$ cat config.mk
export PLATFORM = sky130hd
export DESIGN_NAME = keccak_msg_feeder
export DESIGN_NICKNAME = d
export VERILOG_FILES = /design/src/rtl/keccak_msg_feeder.sv
export SDC_FILE = /design/constraint.sdc
export NUM_CORES = 1
export LEC_CHECK = 0
export CORE_AREA = 5 5 232 234
export CTS_BUF_LIST = sky130_fd_sc_hd__clkbuf_16
export DETAILED_ROUTE_END_ITERATION = 6
export DIE_AREA = 0 0 237 239
export PLACE_DENSITY = 0.76
export SLEW_MARGIN = 20
export SYNTH_ARGS = -nofsm -noshare
export SYNTH_HDL_FRONTEND = slang
export SYNTH_SLANG_ARGS = --single-unit
$ cat constraint.sdc
create_clock -name clk -period 2.6 [get_ports clk]
set_clock_uncertainty 0.15 [all_clocks]
set_input_delay 0.52 -clock clk [delete_from_list [all_inputs] [get_ports clk]]
set_output_delay 0.52 -clock clk [all_outputs]
set_load 0.05 [all_outputs]
$ cat src/rtl/keccak_msg_feeder.sv
// Byte-serial front end for the keccak core. It packs bytes big-endian into 32-bit words and feeds them to the core.
// After the core finishes, it streams out the 512-bit digest as sixteen words and resets the core.
module keccak_msg_feeder (
    input  logic         clk,
    input  logic         reset,
    input  logic [7:0]   s_data,
    input  logic         s_valid,
    input  logic         s_last,
    output logic         s_ready,
    output logic [31:0]  k_in,
    output logic         k_in_ready,
    output logic         k_is_last,
    output logic [1:0]   k_byte_num,
    input  logic         k_buffer_full,
    input  logic [511:0] k_out,
    input  logic         k_out_ready,
    output logic         k_reset,
    output logic [31:0]  d_data,
    output logic         d_valid,
    input  logic         d_ready,
    output logic         d_last,
    output logic         busy
);

    typedef enum logic [2:0] {
        PACK,
        FLUSH,
        WAIT_DIGEST,
        DRAIN,
        CORE_RST
    } state_t;

    state_t         state_q;
    logic [31:0]    wbuf_q;
    logic [31:0]    wbuf_d;
    logic [1:0]     cnt_q;
    logic           wfull_q;
    logic           lastseen_q;
    logic [511:0]   dreg_q;
    logic [3:0]     dcnt_q;
    logic           s_fire;
    logic           d_fire;

    assign s_ready    = (state_q == PACK) & ~wfull_q & ~reset;
    assign s_fire     = s_valid & s_ready;

    // Core handshake is combinational so a deasserted buffer_full is used in the same cycle.
    assign k_in_ready = ~reset & ~k_buffer_full &
                        (((state_q == PACK) & wfull_q) | (state_q == FLUSH));
    assign k_is_last  = ~reset & ~k_buffer_full & (state_q == FLUSH);
    assign k_byte_num = k_is_last ? cnt_q : 2'd0;
    assign k_in       = wbuf_q;
    assign k_reset    = reset | (state_q == CORE_RST);

    assign d_valid    = (state_q == DRAIN);
    assign d_data     = dreg_q[511:480];
    assign d_last     = d_valid & (dcnt_q == 4'd15);
    assign d_fire     = d_valid & d_ready;

    assign busy       = ~((state_q == PACK) & (cnt_q == 2'd0) & ~wfull_q);

    // Merge the incoming byte into its lane; lane 0 is the most significant byte.
    always_comb begin
        wbuf_d = wbuf_q;
        case (cnt_q)
            2'd0:    wbuf_d[31:24] = s_data;
            2'd1:    wbuf_d[23:16] = s_data;
            2'd2:    wbuf_d[15:8]  = s_data;
            default: wbuf_d[7:0]   = s_data;
        endcase
    end

    always_ff @(posedge clk) begin
        if (reset) begin
            state_q    <= PACK;
            wbuf_q     <= '0;
            cnt_q      <= '0;
            wfull_q    <= 1'b0;
            lastseen_q <= 1'b0;
            dreg_q     <= '0;
            dcnt_q     <= '0;
        end else begin
            case (state_q)
                PACK: begin
                    if (wfull_q) begin
                        if (k_in_ready) begin
                            wfull_q <= 1'b0;
                            wbuf_q  <= '0;
                            if (lastseen_q) state_q <= FLUSH;
                        end
                    end else if (s_fire) begin
                        wbuf_q <= wbuf_d;
                        if (cnt_q == 2'd3) begin
                            wfull_q <= 1'b1;
                            cnt_q   <= '0;
                            if (s_last) lastseen_q <= 1'b1;
                        end else begin
                            cnt_q <= cnt_q + 2'd1;
                            if (s_last) state_q <= FLUSH;
                        end
                    end
                end
                FLUSH: begin
                    if (k_in_ready) begin
                        state_q    <= WAIT_DIGEST;
                        cnt_q      <= '0;
                        wbuf_q     <= '0;
                        lastseen_q <= 1'b0;
                    end
                end
                WAIT_DIGEST: begin
                    if (k_out_ready) begin
                        dreg_q  <= k_out;
                        dcnt_q  <= '0;
                        state_q <= DRAIN;
                    end
                end
                DRAIN: begin
                    if (d_fire) begin
                        dreg_q <= {dreg_q[479:0], 32'd0};
                        dcnt_q <= dcnt_q + 4'd1;
                        if (dcnt_q == 4'd15) state_q <= CORE_RST;
                    end
                end
                CORE_RST: state_q <= PACK;
                default:  state_q <= PACK;
            endcase
        end
    end

endmodule

; Word level (Yosys, flattened, before mapping)
; Cells that the tools add are included.
; Widths: inputs -> output; s select.
[word_totals]
mem_bits_rw = 0
in_bits = 527
word_cells = 108
out_inout_bits = 73
reg_bits = 555
romBits = 0
latchBits = 0
memories = 0
[op_classes]
addsub = 2
bitwise_logic = 17
mux = 41
shifts = 0
div = 0
eq_ne = 25
n_lt_le_gt_ge = 0
mul = 0
reduce_logical = 13
[ops]
columns = operator, n
row1 = $mux 512, 2
row2 = $pmux 512 s2, 1
row3 = $mux 32, 3
row4 = $pmux 32 s2, 1
row5 = $mux 8, 4
row6 = $mux 3, 10
row7 = $ne 3x3->1 const B, 6
row8 = $reduce_and 3->1, 5
row9 = $pmux 3 s4, 1
row10 = $and 1x1->1, 11
row11 = $mux 2, 5
row12 = $ne 2x2->1 const B, 5
row13 = $mux 1, 9
row14 = $ne 3x2->1 const B, 3
row15 = $reduce_and 9->1, 1
row16 = $mux 4, 2
row17 = $pmux 4 s2, 1
row18 = $eq 3x2->1 const B, 2
row19 = $ne 2x1->1 const B, 3
row20 = $reduce_and 6->1, 1
row21 = $add 4x1->4 const B, 1
row22 = $eq 2x2->1 const B, 2
row23 = $eq 4x4->1 const B, 1
row24 = $not 1->1, 4
row25 = other kinds (12), 14

; Longest topological paths before layout
[depth]
ltp_word = 7
ltp_mapped = 8
ltp_nobuf = 6

; Worst setup path after synthesis
; No wires, ideal clock.
[synth_path]
kind = input -> output
from = input reset
to = output k_byte_num[0]
arrival_ns = 2.100
cell_stages = 3
required_time_ns = 1.930
path_buffers = 1
path_slack_ns = -0.170
cell_sequence = or3_1 -> clkbuf_1 -> nor3_1
[synth_between]
elab_chain_cells = 4
[synth_lines]
columns = item, line_no
row1 = from (decl), 5  ; input logic reset,
row2 = $not 1->1, 50  ; assign k_is_last = ~reset & ~k_buffer_full & (state_q == FLUSH);
row3 = $and 1x1->1 (2 in a row), 50
row4 = $mux 2, 51  ; assign k_byte_num = k_is_last ? cnt_q : 2'd0;
row5 = to (decl), 13  ; output logic [1:0] k_byte_num,
; Every way passes these cells.

; Worst setup path after layout
[layout_path]
from = register state_q[1]
to = output k_in_ready
[layout_between]
elab_chain_cells = 4
elab_cells_between_ends = 5
cone_classes = eq/ne: 1 / bitwise: 3 / reduce/logical: 1
[layout_lines]
columns = item, line_no
row1 = from (decl), 33  ; state_t state_q;
row2 = from (signal assigned), 75  ; state_q <= PACK;
row3 = from (signal assigned), 89  ; if (lastseen_q) state_q <= FLUSH;
row4 = from (signal assigned), 99  ; if (s_last) state_q <= FLUSH;
row5 = $logic_not 3->1, 49  ; (((state_q == PACK) & wfull_q) | (state_q == FLUSH));
row6 = $and 1x1->1, 49
row7 = $or 1x1->1 (*), 49
row8 = $and 1x1->1 (*), 48  ; assign k_in_ready = ~reset & ~k_buffer_full &
row9 = to (decl), 11  ; output logic k_in_ready,
; Mark *: on every way between the ends. The rest lies on a longest branch, timed or not.

==> results.sh <==
export IMPL_wirelength_um=84500
export IMPL_cts_buffer_depth=3
export IMPL_fp_dieW_um=237
export IMPL_reg2regPathDepth=7
export IMPL_initial_utilization=0.453
export IMPL_finalMaxSlewViolations=0
export IMPL_hold_depth=3
export IMPL_leakagePower_nw=11.3
export IMPL_insertion_delay_ps=590
export IMPL_grt_pass1_vias=22900
export IMPL_tns_ps=0
export IMPL_post_route_period_util=0.964
export IMPL_vias=23500
export IMPL_fmax_mhz=399
export IMPL_avgSynthCellArea_um2=7.85
export IMPL_syn_to_final_growth_pct=36.5
export IMPL_synth_cell_type_count=42
export IMPL_crit_path_max_incr_delay_ps=390
export IMPL_htree_levels=2
export IMPL_syn_inst=2992
export IMPL_criticalPathCategory="flip-flop to primary output"
export IMPL_first_pass_iters=6
export IMPL_numClockSinks=555
export IMPL_clk_pin_slew_ps=60
export IMPL_grt_overflow=0
export IMPL_arrival_ps=1840
export IMPL_port_buffer_count=599
export IMPL_drc_errors=0
export IMPL_nets=3946
export IMPL_layout_commonest_cell="nand2_1"
export IMPL_worst_pin_slew_ps=1340
export IMPL_grt_setup_unrepaired="no"
export IMPL_routed_via_density=5.65
export IMPL_path_max_fanout=12
export IMPL_cts_root_buf="clkbuf_16"
export IMPL_placementRows=84
export IMPL_ys_ff_latch=555
export IMPL_fp_dieH_um=239
export IMPL_antenna_found_initial=16
export IMPL_holdCritPathClass="input port to flip-flop"
export IMPL_dp_cells=4040
export IMPL_place_congestion=0.914
export IMPL_setup_violations=0
export IMPL_track_usage=0.281
export IMPL_ir_worst_vdd_mv=0.441
export IMPL_cts_tree="built"
export IMPL_cts_buffers=57
export IMPL_cellPowerDensity_nw_per_um2=614
export IMPL_synth_warnings=0
export IMPL_drv_cap=0
export IMPL_yosysSeqAreaShare=0.473
export IMPL_core_area_um2=51800
export IMPL_syn_nets=3524
export IMPL_crit_chain="or3_4, buf_4, nor2_1, buf_6"
export IMPL_dieArea_um2=56600
export IMPL_cp_start_kind="flip-flop"
export IMPL_dp_hpwl_um=62300
export IMPL_final_cell_mix="977 x nand2_1, 589 x clkdlybuf4s50_1, 553 x dfxtp_1, 517 x nor2_1, 481 x a311oi_1"
export IMPL_final_hold_viol_count=0
export IMPL_grt_max_degree=235
export IMPL_synth_area_um2=23500
export IMPL_status="finished clean"
export IMPL_final_cells=4156
export IMPL_drt_iter0_markers=2449
export IMPL_ant_nets=0
export IMPL_wl_per_cell_um=20.3
export IMPL_end_kind="primary output"
export IMPL_worstPathRequired_ps=1930
export IMPL_worst_path_max_delay_cell="dfxtp_4"
export IMPL_ios=600
export IMPL_fin_crit_ps=2510
export IMPL_max_slew_margin=0.109
export IMPL_grt_pass1_wl_um=128000
export IMPL_power_w=0.0197
export IMPL_drive_gt1_frac=0.0549
==> layout make-up <==
class	instances	area, um^2
fillers	4467	19800
flip-flops and latches	555	11100
multi-input cells	2106	10900
repair buffers	684	7210
clock buffers	59	1480
well taps	688	861
clock inverters	46	462
inverters	10	50.0
diodes	8	20.0
==> cells by family after synthesis <==
family,count (synthesis),synth area share
buffers and inverters,331,0.0669
multiplexers,1,0.000479
flip-flops,555,0.473
adder cells (fa/ha/maj),5,0.00266
AO/OA/AOI/OAI,576,0.210
AND/OR/NAND/NOR,1524,0.247
==> worst paths after layout <==
path / from / endpoint / slack (ps)
max: state_q[1] / k_in_ready / 90
min: reset / dcnt_q[3] / 130
max reg2reg: state_q[2] / dreg_q[425] / 410
min reg2reg: dreg_q[29] / dreg_q[29] / 310
==> worst max-delay path, delay by kind of cell, from the launching register on <==
kind                   cells  cell delay [ps]
flip-flops                 1              390
AND/OR/NAND/NOR            2              510
buffers and inverters      2              340
==> metrics by stage <==
| step | setup slack, ps | util | hold slack (ps) | area [um^2] |
|---|---|---|---|---|
| final | 93.4 | 0.619 | 128 | 32100 |
| after global routing | 15.1 | 0.619 | 115 | 32100 |
| after detailed placement | -19.1 | 0.580 | 302 | 30000 |
| after CTS | 10.8 | 0.618 | 78.2 | 32000 |
| after global placement | 97.7 | 0.580 | 295 | 30000 |
| after floorplan | -170 | - | 287 | 23500 |
==> power breakdown <==
group          leakage, nW  total (W)  switching (W)  internal [W]
logic                 5.86    0.00221        0.00105       0.00116
registers             4.49    0.00896       0.000178       0.00878
clock network        0.969    0.00852        0.00345       0.00507
total                 11.3     0.0197        0.00468        0.0150
==> cells in the mapped netlist <==
cell	instances	area, um^2
a21o_1	2	15.0
a221oi_1	1	8.76
a2111oi_0	1	8.76
a311oi_1	481	4210
o2bb2ai_1	1	8.76
dfxtp_1	555	11100
a211o_1	2	17.5
clkbuf_1	126	473
inv_2	1	3.75
and2_1	4	25.0
a211oi_1	1	7.51
ha_1	5	62.6
nand3_1	5	25.0
a22o_1	32	280
inv_1	9	33.8
o21ai_0	5	25.0
nor3_1	5	25.0
nand2b_1	3	18.8
nand2_1	977	3670
or3b_1	1	8.76
buf_4	32	240
nand2_4	1	11.3
o211a_1	1	10.0
nor2_1	519	1950
nor4bb_1	1	10.0
nand3b_1	1	7.51
and3_1	1	6.26
a2111o_1	1	11.3
buf_1	7	26.3
buf_6	2	22.5
a32oi_1	1	8.76
a22oi_1	26	195
a31oi_1	2	12.5
o21bai_1	2	15.0
nor4b_2	1	15.0
nand4b_1	2	17.5
mux2_2	1	11.3
and3b_1	1	8.76
or3_1	1	6.26
nand4bb_1	1	11.3
buf_2	154	771
a21oi_1	17	85.1
==> what timing repair did <==
| action | 4_1_cts | 5_1_grt |
|---|---|---|
| hold buffers | 1 | 0 |
| gates resized for setup | 8 | 4 |
| hold endpoints to repair | 3 | 0 |
| pin swaps | 1 | 1 |
| setup endpoints to repair | 8 | 5 |
| buffers inserted | 2 | 0 |
==> flip-flops by register name, summed over array words and instances, names as in the netlist <==
name,flops
cnt_q,2
dcnt_q,4
dreg_q,512
k_in,32
lastseen_q,1
state_q,3
wfull_q,1
==> per-layer routing <==
layer	GRT usage	up-vias	part of all wire
met3	0.0460	165	0.073
met5	0	-	0.0012
met4	0.113	16	0.036
met2	0.486	940	0.50
met1	0.351	11100	0.39
li1	-	11300	-
Note: power is estimated with default switching activity, not from simulation.
